<file path="config.mk">
export PLATFORM = sky130hd
export DESIGN_NAME = cp0_exc_ctrl
export DESIGN_NICKNAME = d
export VERILOG_FILES = /design/src/rtl/cp0_exc_ctrl.sv
export SDC_FILE = /design/constraint.sdc
export NUM_CORES = 1
export LEC_CHECK = 0
export ABC_CLOCK_PERIOD_IN_PS = 4150
export CAP_MARGIN = 20
export CORE_MARGIN = 3
export CORE_UTILIZATION = 40
export DETAILED_ROUTE_END_ITERATION = 12
export PLACE_DENSITY_LB_ADDON = 0.08
export SYNTH_ARGS = -nofsm -noshare
export SYNTH_HDL_FRONTEND = slang
export SYNTH_SLANG_ARGS = --single-unit
</file>
<file path="constraint.sdc">
create_clock -name clk -period 4.15 [get_ports clk]
set_input_delay 1.245 -clock clk [delete_from_list [all_inputs] [get_ports clk]]
set_output_delay 1.245 -clock clk [all_outputs]
set_load 0.05 [all_outputs]
</file>
<file path="src/rtl/cp0_exc_ctrl.sv">
// CP0 exception controller at the M stage: holds SR/Cause/EPC, raises the flush request, serves mfc0/mtc0/eret.
// req and Dout are combinational; state updates on the rising edge. No backpressure: req is a one-cycle redirect.
module cp0_exc_ctrl #(
  parameter logic [31:0] HANDLER_PC = 32'h0000_4180,
  parameter int unsigned IM_W       = 6
) (
  input  logic            clk,
  input  logic            reset,
  input  logic [4:0]      A1,
  input  logic [4:0]      A2,
  input  logic [31:0]     Din,
  input  logic            we,
  input  logic [31:0]     VPC,
  input  logic            BDIn,
  input  logic [4:0]      ExcCodeIn,
  input  logic [IM_W-1:0] HWInt,
  input  logic            EXLClr,
  output logic            req,
  output logic [31:0]     Dout,
  output logic [31:0]     EPCOut
);

  localparam logic [4:0] REG_SR    = 5'd12;
  localparam logic [4:0] REG_CAUSE = 5'd13;
  localparam logic [4:0] REG_EPC   = 5'd14;

  logic [IM_W-1:0] sr_im_q, sr_im_d;
  logic            sr_exl_q, sr_exl_d;
  logic            sr_ie_q, sr_ie_d;
  logic            cause_bd_q, cause_bd_d;
  logic [IM_W-1:0] cause_ip_q, cause_ip_d;
  logic [4:0]      cause_exc_q, cause_exc_d;
  logic [31:2]     epc_q, epc_d;

  logic            int_req;
  logic            exc_req;
  logic [31:2]     epc_capture;
  logic            unused_ok;

  assign int_req = (|(HWInt & sr_im_q)) & sr_ie_q & ~sr_exl_q;
  assign exc_req = (ExcCodeIn != 5'd0) & ~sr_exl_q;
  assign req     = reset & (int_req | exc_req);

  // Word-granular subtraction wraps exactly like the 32-bit byte address would.
  assign epc_capture = BDIn ? (VPC[31:2] - 30'd1) : VPC[31:2];

  assign unused_ok = ^{VPC[1:0], HANDLER_PC};

  always_comb begin
    sr_im_d     = sr_im_q;
    sr_exl_d    = sr_exl_q;
    sr_ie_d     = sr_ie_q;
    cause_bd_d  = cause_bd_q;
    cause_ip_d  = HWInt;
    cause_exc_d = cause_exc_q;
    epc_d       = epc_q;

    if (req) begin
      sr_exl_d    = 1'b1;
      cause_exc_d = int_req ? 5'd0 : ExcCodeIn;
      cause_bd_d  = BDIn;
      epc_d       = epc_capture;
    end else begin
      if (we) begin
        case (A2)
          REG_SR: begin
            sr_im_d  = Din[10 +: IM_W];
            sr_exl_d = Din[1];
            sr_ie_d  = Din[0];
          end
          REG_EPC: epc_d = Din[31:2];
          default: ;
        endcase
      end
      // eret outranks an mtc0 to SR for the EXL bit.
      if (EXLClr) sr_exl_d = 1'b0;
    end
  end

  always_ff @(posedge clk) begin
    if (!reset) begin
      sr_im_q     <= '0;
      sr_exl_q    <= 1'b0;
      sr_ie_q     <= 1'b0;
      cause_bd_q  <= 1'b0;
      cause_ip_q  <= '0;
      cause_exc_q <= 5'd0;
      epc_q       <= '0;
    end else begin
      sr_im_q     <= sr_im_d;
      sr_exl_q    <= sr_exl_d;
      sr_ie_q     <= sr_ie_d;
      cause_bd_q  <= cause_bd_d;
      cause_ip_q  <= cause_ip_d;
      cause_exc_q <= cause_exc_d;
      epc_q       <= epc_d;
    end
  end

  always_comb begin
    Dout = '0;
    case (A1)
      REG_SR: begin
        Dout[10 +: IM_W] = sr_im_q;
        Dout[1]          = sr_exl_q;
        Dout[0]          = sr_ie_q;
      end
      REG_CAUSE: begin
        Dout[31]         = cause_bd_q;
        Dout[10 +: IM_W] = cause_ip_q;
        Dout[6:2]        = cause_exc_q;
      end
      REG_EPC: Dout = {epc_q, 2'b00};
      default: ;
    endcase
  end

  // Bypass lets an eret right behind an mtc0 EPC return to the new address.
  assign EPCOut = (we && (A2 == REG_EPC)) ? {Din[31:2], 2'b00} : {epc_q, 2'b00};

endmodule

</file>
==> results, run 1 <==
- The share of synthesized area spent on multiplexers is 0.0778.
- The average vias per placed instance is 5.90.
- On the final layout, the worst clock skew is approximately 0.019 ns.
- TritonCTS built the clock tree.
- The kind of end point of the critical path is an output port.
- The path with the worst hold slack has its endpoint at sr_ie_q$_SDFFE_PN0P_.
- The slew at the pin closest to its max-slew limit is between 0.6 and 0.7 ns.
- Along the worst hold path, the cell count comes to 2.
- The largest area contributor in the synthesized netlist is dfxtp_1.
- The area growth from synthesis to layout is 68.6%.
- The startpoint class of the critical path is a primary input.
- The first global-routing pass estimated between 20000 and 25000 µm of wire.
- Total power for the finished layout comes to 1.38 mW.
- The routed wire length is roughly 14000 µm.
- The number of endpoints failing setup at the final stage is 0.
- The fmax is 244 MHz.
- The die is between 100 and 150 µm tall.
- Setup repair after global routing left no endpoint under its margin.
- The min-delay analysis places its worst path in the category flip-flop to flip-flop.
- The initial antenna violation count is 0.
- The maximum buffer depth of the clock tree is 2.
- Across the whole layout, storage elements account for 1000 µm².
- The final-report max-slew violation count is 0.
- The core footprint is a little under 9000 µm².
- Counting every instance in the synthesized netlist gives approximately 420.
- The headroom to the max-slew limit is 0.560.
- VDD sags by at most 0.129 mV.
- The slowest cell on the critical path is clkdlybuf4s50_1.
- Clock-pin slew was measured on the worst setup and hold paths at between 0.1 and 0.15 ns.
- In this run, synthesis produced a sequential element count of 50.
- The starting density of the core is 0.413.
- The die covers 10200 µm².
- The area share of fa/ha/maj cells after synthesis is 0.00346.
- Across the run, the number of max-cap violations was 0.
- During I/O placement, the number of pins put on the boundary was roughly 160.
- The cell that appears most often on the critical path is buf_4.
- The later-pin clock latency in the skew report is between 0.3 and 0.4 ns.
- For this design the total switching power over the nets is 0.493 mW.
- The total global routing overflow is 0.
- Buffers placed on the I/O ports in this run total 150.
- The endpoint identified for the worst register-to-register timing path is epc_q[22]$_SDFFE_PN0P_.
- A synthesized cell averages 8.68 µm².
- For this run, the leading register cell type out of synthesis is dfxtp_1.
- The number of clock sinks seen by CTS is 50.
- Across every metal layer, demand over resource in global routing totals 0.262.
- The area fraction in compound gates after synthesis came to 0.276.
- Counting cells, the worst reg-to-reg path comes to 6.
- The library cell used as clock root buffer is clkbuf_8.
- The xor and xnor area share after synthesis is 0.0194.
- The final weighted congestion in routability-driven placement is about 0.86.
- The worst hold margin is between 0.4 and 0.5 ns.
- The share of total power dissipated in combinational logic is 0.381.
- For this run, design rule violations remaining after detail routing come to 0.
- The flow ran to the end, and the final reports show no timing, DRC or antenna violations.
- The netlist uses between 60 and 70 different library cells.
- The clock period could shrink to around 4.1 ns.
- The startpoint identified for the worst register-to-register timing path is sr_im_q[0]$_SDFFE_PN0P_.
- Power spread over the standard cell area amounts to 226 nW/µm².
- The cell-internal power is slightly below 0.9 mW.
- Yosys mapped a number of flops with a built-in enable equal to 0.
- The share of total power in sequential cells is 0.391.
- The warning count from the yosys run is 0.
- The sequential fraction of the synthesis area is 0.277.
- Yosys attributes the largest share of cell area to dfxtp_1 28%, mux2i_1 5.0%, a2111oi_0 4.8%.
- The multi-input combinational cells in the finished layout cover a total of between 2000 and 2500 µm².
- Traced cell by cell, the critical path runs through clkdlybuf4s50_1 -> nand4b_1 -> buf_4 -> nor4b_1 -> a21o_1 -> buf_4.
- The number of nets in the layout is ~670.
- In this design, the stage delay of the slowest critical-path cell is slightly above 0.5 ns.
- The number of hold violations in the final report came to 0.
- Of the total power, the share spent switching nets is 0.357.
- The first detailed-routing pass took 5 iterations.
- The maximum fanout along the worst path is 12.
- The total via count after detailed routing is 4055.
- Of the total synthesized cell area, the portion taken by AND, OR, NAND and NOR gates is 0.279.
- Clock tree synthesis inserted a total of 5 buffers.
- Of the available clock period, the critical path in the final layout requires 0.986.
- The share of synthesized area in the top cell type comes to 0.277.
- The endpoint arrival time on the critical path is 2.85 ns.
- The filler cells instantiated in the layout total 701.
- The clock network fraction of total power is 0.228.
- For this run, the share of the core covered by cells in the final layout is 0.696.
- In this run the number of H-tree levels came out at 2.
- The repair_antennas step left the layout with diodes totalling 0.
- The detail route stage leaves a number of antenna-violating nets equal to 0.
- The average detailed-routed wire length per instance is 20.3 µm.
- The combinational family with the most area after synthesis is simple AND/OR/NAND/NOR gates.
- The cell area after technology mapping is approximately 3600 µm².
- The type of the worst setup path is primary input to output port.
- The worst-case register-to-register setup slack is around 2.1 ns.
- For this design the static power due to leakage is between 2 and 2.5 nW.
- In this run, the number of DRC markers left after iteration 0 of detailed routing was around 190.
- The die is 101 µm wide.
- The count of standard-cell rows is 34.
- The largest net degree at the start of global routing is 33.
- The number of global-route vias before repair is 4094.
- The worst hold path begins at sr_ie_q$_SDFFE_PN0P_.
- Detailed placement finished with a half-perimeter wire length of roughly 10000 µm.
- The critical path data required time is between 2 and 3 ns.
- Of the cells placed in the final design, the portion with a size suffix greater than 1 is 0.259.
- In the synthesized netlist the async set-or-reset flop fraction comes to 0.
==> cells in the mapped netlist (7+ instances only) <==
library cell / instances
a311oi_1: 15
mux2_2: 9
o21ai_0: 15
a2111oi_0: 20
nor4b_1: 20
mux2i_1: 18
o31ai_1: 11
or3_1: 11
and2_1: 24
clkbuf_1: 30
a21o_1: 20
dfxtp_1: 50
nor2_1: 11
o211a_1: 8
inv_1: 7
nand2_1: 29
a211oi_1: 7
or4_1: 14
==> area by class of cell <==
type / instances / area share
Clock inverter: 3 / 0.00472
Tap cell: 108 / 0.0222
Clock buffer: 5 / 0.0113
Sequential cell: 50 / 0.164
Inverter: 7 / 0.00431
Multi-Input combinational cell: 321 / 0.404
Timing Repair Buffer: 193 / 0.390
==> registers in the layout, indices dropped and copies added, names as in the netlist <==
signal and flops:
cause_exc_q 5, cause_ip_q 6, epc_q 30, sr_im_q 6, cause_bd_q 1, sr_exl_q 1
sr_ie_q 1
==> what timing repair did <==
item | 4_1_cts | 5_1_grt
cloned | 3 | 0
gates resized for setup | 25 | 7
setup endpoints to repair | 16 | 30
setup buffers | 1 | 1
pin swaps | 2 | 0
hold buffers | 0 | 0
==> metrics by stage <==
| stage | setup slack (ns) | cells | TNS [ns] | cell area, µm² |
|---|---|---|---|---|
| floorplan | 0.00998 | 418 | 0 | 3630 |
| global placement | -0.0670 | 674 | -0.567 | 5780 |
| detailed placement | -0.0404 | 674 | -0.340 | 5780 |
| CTS | 0.00510 | 686 | 0 | 6060 |
| global route | 0.00726 | 687 | 0 | 6100 |
| finish | 0.0573 | 687 | 0 | 6100 |
==> worst max path at each step <==
stage,endpoint,cells after the start,slack (ns),start
after global routing,EPCOut[16],6,0.007,we
after floorplan,Dout[10],3,0.01,A1[1]
after CTS,EPCOut[16],7,0.005,A2[4]
after detailed placement,EPCOut[30],7,-0.04,A2[3]
after global placement,EPCOut[30],7,-0.07,A2[3]
final,EPCOut[13],6,0.06,we
==> cells by family (layout without fill, tap and decap cells) <==
family / count (synthesis) / in the layout
muxes: 27 / 27
buffers and inverters: 47 / 208
xor gates and xnor gates: 8 / 8
other: 1 / 2
adders and majority gates: 1 / 1
AOI/OAI and AO/OA: 127 / 127
DFF: 50 / 50
and+or+nand+nor: 156 / 156
==> layout by cell type, fill, tap and decap left out, drive strengths merged, types with 3 or more instances in the layout <==
master,netlist,routed
dfxtp,50,50
o21ai,15,15
clkdlybuf4s50,1,83
clkbuf,32,5
buf,5,105
nand4,6,6
a22o,6,6
a2111oi,20,20
or3,14,14
or2,7,7
a22oi,3,3
nor4b,20,20
o211a,8,8
xnor2,3,3
nand3,4,4
or4,17,17
a21oi,3,3
nor2,11,11
inv,7,8
nor3,5,5
nor4,6,6
o31ai,11,11
a211oi,7,7
and2,24,24
xor2,5,5
o211ai,3,3
a311oi,15,15
mux2,9,9
mux2i,18,18
a21o,20,20
nand2,29,29
==> routing by layer <==
| metal | wire length [µm] | track usage | part of all wire |
|---|---|---|---|
| met1 | 6220 | 0.358 | 0.45 |
| met2 | 6430 | 0.422 | 0.46 |
| met3 | 1090 | 0.0498 | 0.078 |
| met4 | 215 | 0.0695 | 0.015 |
| met5 | 0 | 0 | 0 |
==> critical path: cells and delay by family <==
kind | cells | cell delay (ns)
buf+inv | 3 | 0.91
compound gates | 1 | 0.15
simple gates | 2 | 0.54
==> power by group through the flow <==
stage / clock (mW) / combinational (mW) / sequential (mW)
finish: 0.314 / 0.526 / 0.540
global route: 0.342 / 0.554 / 0.545
CTS: 0.323 / 0.523 / 0.540
detailed placement: 0 / 0.505 / 0.550
global placement: 0 / 0.500 / 0.548
floorplan: 0 / 0.269 / 0.541
Power figures use the tool's default switching activity.
==> inputs of run 2 (changes only) <==
Settings changed: DONT_BUFFER_PORTS from default to 1.
==> results, run 2 (synthesized netlist as in run 1, its figures left out) <==
- The average detailed-routed wire length per instance is 21.8 µm (was 20.3 µm).
- The final weighted congestion in routability-driven placement is 0.871 (was 0.864).
- The largest net degree at the start of global routing was 50 (was 33).
- The post-layout minimum cycle time is 3.70 ns (was 4.09 ns).
- The final-report max-slew violation count was 0 (unchanged).
- The total DRC errors in the routed layout came to 0 (unchanged).
- The maximum buffer depth of the clock tree is 2 (unchanged).
- The later-pin clock latency in the skew report is 0.30 ns (was 0.32 ns).
- The number of clock sinks seen by CTS came to 50 (unchanged).
- The initial antenna violation count was 0 (unchanged).
- The number of buffers inserted by hold repair at cts came to 0 (unchanged).
- The TritonCTS clock tree is done (unchanged).
- The reported max-cap violation count was 0 (unchanged).
- The final design area excluding fillers is 4690 µm² (was 6100 µm²).
- The total via count after detailed routing came to 3539 (was 4055).
- The most common cell after layout, fill and taps aside is dfxtp_1 (was clkdlybuf4s50_1).
- The average vias per placed instance is 6.33 (was 5.90).
- The class of the most critical hold timing path was flip-flop to flip-flop (unchanged).
- The number of H-tree branching levels was 2 (unchanged).
- The number of endpoints failing setup at the final stage was 0 (unchanged).
- The number of buffers inserted during clock tree synthesis is 5 (unchanged).
- The HPWL after detailed placement is 9250 µm (was 10400 µm).
- The maximum VDD drop is 0.133 mV (was 0.129 mV).
- The total global routing overflow is 0 (unchanged).
- The library cell used as clock root buffer was clkbuf_8 (unchanged).
- The number of hold violations in the final report is 0 (unchanged).
- The total global routing track utilization is 0.236 (was 0.262).
- The total die area is 10200 µm² (unchanged).
- The worst clock skew on the final layout is 0.0115 ns (was 0.0186 ns).
- The fmax came to 270 MHz (was 244 MHz).
- The fraction of layout cells with a size suffix above 1 is 0.233 (was 0.259).
- The final sum of negative setup slack was 0 ns (unchanged).
- The boundary pin count came to 155 (unchanged).
- The startpoint class of the critical path is a primary input (unchanged).
- The headroom to the max-slew limit came to 0.435 (was 0.560).
- The number of global-route vias before repair is 3432 (was 4094).
- The type of the worst setup path is primary input to output port (unchanged).
- The post-detailed-route count of antenna-violating nets is 0 (unchanged).
- The cell area after placement is 4580 µm² (was 5780 µm²).
- The largest register by flop count is epc_q (unchanged).
- The count of standard-cell rows is 34 (unchanged).
- RSZ-0062 raised after global routing: false (unchanged).
- The count of input and output buffers is 0 (was 150).
- The first-pass GRT wire length is 19000 µm (was 21300 µm).
- The floorplan die height is 101 µm (unchanged).
- The setup fix buffers added after clock tree synthesis is 0 (was 1).
- The relative area change from synthesis to final layout is 29.5% (was 68.6%).
- The ratio of final minimum period to clock period is 0.892 (was 0.986).
- The total power is 1.24 mW (was 1.38 mW).
- Run status: finished clean (unchanged).
- The number of flip-flops in the largest register is 30 (unchanged).
- The horizontal extent of the die is 101 µm (unchanged).
- Most used cells in the layout excluding fill and tap cells: 50 x dfxtp_1, 41 x buf_12, 29 x nand2_1, 24 x and2_1, 24 x buf_4 (was 83 x clkdlybuf4s50_1, 50 x dfxtp_1, 46 x buf_12, 39 x buf_4, 29 x nand2_1).
- The core footprint is 8760 µm² (unchanged).
- The kind of end point of the critical path is an output port (unchanged).
- The cell area power density is 266 nW/µm² (was 226 nW/µm²).
- The detailed-routing iteration count for the pre-antenna-repair pass is 4 (was 5).
- The total leakage power is 1.83 nW (was 2.48 nW).
- The number of DRC markers after the initial detailed-route iteration was 166 (was 192).
- The endpoint arrival time on the critical path came to 2.46 ns (was 2.85 ns).
- The critical path data required time is 2.90 ns (about the same).
- The routed wire length came to 12200 µm (was 14000 µm).
- The maximum fanout along the worst path is 21 (was 12).
- The number of nets in the layout is 541 (was 669).
- The slew at the pin closest to its max-slew limit is 0.826 ns (was 0.644 ns).
- Registers with the highest flip-flop counts: epc_q (30), cause_ip_q (6), sr_im_q (6) (unchanged).
- The post-cts repair resize count was 0 (was 25).
- The starting density of the core is 0.413 (unchanged).
- The register clock-pin slew on the reported worst setup and hold paths is 0.09 ns (was 0.12 ns).
- The total inserted antenna cells is 0 (unchanged).
run 2: metrics by stage:
step | utilization | cells | hold WS, ns | setup WS, ns
finish | 0.535 | 559 | 0.468 | 0.447
global route | 0.535 | 559 | 0.497 | 0.322
CTS | 0.535 | 559 | 0.472 | 0.462
detailed placement | 0.523 | 551 | 0.459 | 0.464
global placement | 0.523 | 551 | 0.449 | 0.489
floorplan | - | 418 | 0.438 | 0.00998
run 2: final cells by class:
class,count,area [µm²]
clock buffers,7,96.3
clock inverters,1,8.76
fillers,835,4080
inverters,7,26.3
multi-input cells,321,2420
flip-flops and latches,50,1000
well taps,108,135
repair buffers,65,1000
run 2: critical path, cell delays in order:
cell     delay (ns)
inv_1          0.28
nor4b_1        0.60
a21o_1         0.18
buf_12         0.14
run 2: routing by layer:
| metal | track usage | wire, µm | share of wire |
|---|---|---|---|
| met2 | 0.358 | 5410 | 0.44 |
| met5 | 0 | 0 | 0 |
| met4 | 0.0389 | 80 | 0.0066 |
| met1 | 0.339 | 5470 | 0.45 |
| met3 | 0.0664 | 1240 | 0.10 |
run 2: power breakdown:
part	internal (mW)	leakage [nW]	switching (mW)
Sequential	0.516	0.414	0.0236
Combinational	0.158	1.36	0.227
Clock	0.153	0.0544	0.166
Total	0.827	1.83	0.417
run 2: worst paths after layout:
kind                            from                       to  slack, ns  cells past startpoint
min reg2reg  cause_bd_q$_SDFFE_PN0P_  cause_bd_q$_SDFFE_PN0P_       0.47                      2
min          cause_bd_q$_SDFFE_PN0P_  cause_bd_q$_SDFFE_PN0P_       0.47                      2
max                            A2[1]               EPCOut[19]       0.45                      4
max reg2reg  sr_im_q[0]$_SDFFE_PN0P_   epc_q[22]$_SDFFE_PN0P_       1.71                      6
==> inputs of run 3 (changes only) <==
Settings changed: ABC_CLOCK_PERIOD_IN_PS 4150 to 3350, CORE_MARGIN 3 to 2.
Clock period 4.15 ns to 3.35 ns, I/O delays scaled along.
==> results, run 3 (synthesized netlist as in run 1, its figures left out) <==
- Registers with the highest flip-flop counts: epc_q (30), cause_ip_q (6), sr_im_q (6) (unchanged).
- The headroom to the max-slew limit is 0.512 (was 0.435).
- The first-pass GRT wire length is 18900 µm (was 19000 µm).
- The final design area excluding fillers is 4470 µm² (was 4690 µm²).
- The later-pin clock latency in the skew report is 0.30 ns (about the same).
- The kind of end point of the critical path is an output port (unchanged).
- The core footprint is 8760 µm² (unchanged).
- The maximum VDD drop was 0.149 mV (was 0.133 mV).
- The startpoint class of the critical path is a primary input (unchanged).
- The fraction of layout cells with a size suffix above 1 was 0.269 (was 0.233).
- The total leakage power is 1.74 nW (was 1.83 nW).
- The total DRC errors in the routed layout was 0 (unchanged).
- Run status: finished clean (unchanged).
- The class of the most critical hold timing path is flip-flop to flip-flop (unchanged).
- Critical-path cell list: nand4b_1 -> buf_4 -> nor4b_1 -> a21o_1 -> buf_12 (was inv_1 -> nor4b_1 -> a21o_1 -> buf_12).
- The total global routing track utilization came to 0.239 (was 0.236).
- The number of H-tree branching levels is 2 (unchanged).
- The critical path buffer and inverter count is 2 (unchanged).
- The gate family responsible for the most delay along the worst path is simple AND/OR/NAND/NOR gates (unchanged).
- The area taken by multi-input logic gates was 2450 µm² (was 2420 µm²).
- The post-detailed-route count of antenna-violating nets came to 0 (unchanged).
- The average detailed-routed wire length per instance is 22.1 µm (was 21.8 µm).
- RSZ-0062 raised after global routing: false (unchanged).
- The worst clock skew on the final layout came to 0.00684 ns (was 0.0115 ns).
- The average vias per placed instance came to 6.41 (was 6.33).
- The maximum buffer depth of the clock tree was 2 (unchanged).
- The type of the worst setup path is primary input to output port (unchanged).
- The detailed-routing iteration count for the pre-antenna-repair pass was 5 (was 4).
- The routed wire length came to 12000 µm (was 12200 µm).
- The number of fill cells in the layout is 854 (was 835).
- The total inserted antenna cells is 0 (unchanged).
- The slowest cell on the critical path is nor4b_1 (unchanged).
- The endpoint arrival time on the critical path is 2.24 ns (was 2.46 ns).
- The count of input and output buffers is 0 (unchanged).
- The total die area was 9820 µm² (was 10200 µm²).
- The boundary pin count was 155 (unchanged).
- The critical path data required time came to 2.34 ns (was 2.90 ns).
- The number of global-route vias before repair is 3375 (was 3432).
- The largest net degree at the start of global routing is 50 (unchanged).
- The starting density of the core came to 0.413 (unchanged).
- The initial antenna violation count is 0 (unchanged).
- The most common cell after layout, fill and taps aside was dfxtp_1 (unchanged).
- Most used cells in the layout excluding fill and tap cells: 50 x dfxtp_1, 29 x nand2_1, 28 x buf_12, 25 x buf_4 (was 50 x dfxtp_1, 41 x buf_12, 29 x nand2_1, 24 x and2_1, 24 x buf_4).
- The number of flip-flops in the largest register is 30 (unchanged).
- The total via count after detailed routing came to 3502 (was 3539).
- The HPWL after detailed placement is 9160 µm (was 9250 µm).
- The count of standard-cell rows is 34 (unchanged).
- The maximum fanout along the worst path was 22 (was 21).
- The fmax is ~300 MHz.
- The cell area after placement is 4360 µm² (was 4580 µm²).
- The total global routing overflow was 0 (unchanged).
- The cell area power density is 351 nW/µm² (was 266 nW/µm²).
- The floorplan die height was 99.1 µm (was 101 µm).
- The number of buffers inserted during clock tree synthesis is 5 (unchanged).
- The number of nets in the layout came to 529 (was 541).
- The slew at the pin closest to its max-slew limit is 0.714 ns (was 0.826 ns).
- Dividing the final minimum period by the clock period gives 0.970.
- The number of endpoints failing setup at the final stage is 0 (unchanged).
- Subtracting the final worst setup slack from the clock period gives around 3.2 ns.
- The horizontal extent of the die is 99.1 µm (was 101 µm).
- The register area is 1000 µm² (unchanged).
- The largest register by flop count is epc_q (unchanged).
- The library cell used as clock root buffer is clkbuf_8 (unchanged).
- The reported max-cap violation count came to 0 (unchanged).
- The worst hold margin is 0.466 ns (was 0.468 ns).
- The setup fix buffers added after clock tree synthesis is 0 (unchanged).
- The final-report max-slew violation count came to 0 (unchanged).
- The number of DRC markers after the initial detailed-route iteration was 190 (was 166).
- The post-cts repair resize count is 0 (unchanged).
- The final sum of negative setup slack is 0 ns (unchanged).
- The relative area change from synthesis to final layout is 23.5% (was 29.5%).
- The total power is 1.57 mW (was 1.24 mW).
- The number of clock sinks seen by CTS is 50 (unchanged).
- The TritonCTS clock tree was done (unchanged).
- The number of hold violations in the final report came to 0 (unchanged).
- The final weighted congestion in routability-driven placement was 0.879 (was 0.871).
- The register clock-pin slew on the reported worst setup and hold paths is 0.09 ns (about the same).
- The worst stage delay on the critical path was 0.53 ns (was 0.60 ns).
- The number of buffers inserted by hold repair at cts came to 0 (unchanged).
## run 3: cell types whose count changed in the layout (fill, tap and decap cells not counted), sizes merged
cell,previous run,this run
clkbuf,7,6
bufinv,0,1
buf,65,53
clkinv,1,0
## run 3: worst reg2reg max path, delay by kind of cell (launching register included)
family | cells | cell delay [ns]
flops | 1 | 0.34
compound gates | 3 | 0.92
simple gates | 1 | 0.30
buf+inv | 2 | 0.46
## run 3: path summary, 6_finish.rpt
kind / cells after the start / slack (ns) / from / endpoint
setup / recovery: 5 / 0.10 / A2[4] / EPCOut[19]
hold / removal: 2 / 0.47 / cause_bd_q$_SDFFE_PN0P_ / cause_bd_q$_SDFFE_PN0P_
setup reg to reg: 6 / 1.23 / sr_im_q[0]$_SDFFE_PN0P_ / epc_q[22]$_SDFFE_PN0P_
hold reg to reg: 2 / 0.47 / cause_bd_q$_SDFFE_PN0P_ / cause_bd_q$_SDFFE_PN0P_
## run 3: layout make-up
type / count / area share
tap: 108 / 0.0302
inverter: 7 / 0.00588
timing repair buffer: 53 / 0.167
multi-input combinational: 321 / 0.547
clock inverter: 1 / 0.00672
clock buffer: 6 / 0.0185
sequential: 50 / 0.224
## run 3: power breakdown
part / total [mW] / internal [mW] / switching (mW) / leakage (nW)
clock: 0.437 / 0.239 / 0.198 / 0.0573
combinational: 0.463 / 0.184 / 0.279 / 1.26
sequential: 0.668 / 0.639 / 0.0288 / 0.414
## run 3: layer usage
layer / part of all wire / global-route usage / vias to the layer above
li1: - / - / 1680
met1: 0.47 / 0.342 / 1676
met2: 0.44 / 0.368 / 137
met3: 0.089 / 0.0689 / 9
met4: 0.0058 / 0.0316 / 0
met5: 0 / 0 / -
## run 3: stage by stage
stage,setup WS [ns],util,instances
after global placement,0.128,0.497,539
after CTS,0.136,0.510,546
after floorplan,-0.310,-,418
final,0.102,0.510,546
after global routing,0.0169,0.510,546
after detailed placement,0.139,0.497,539
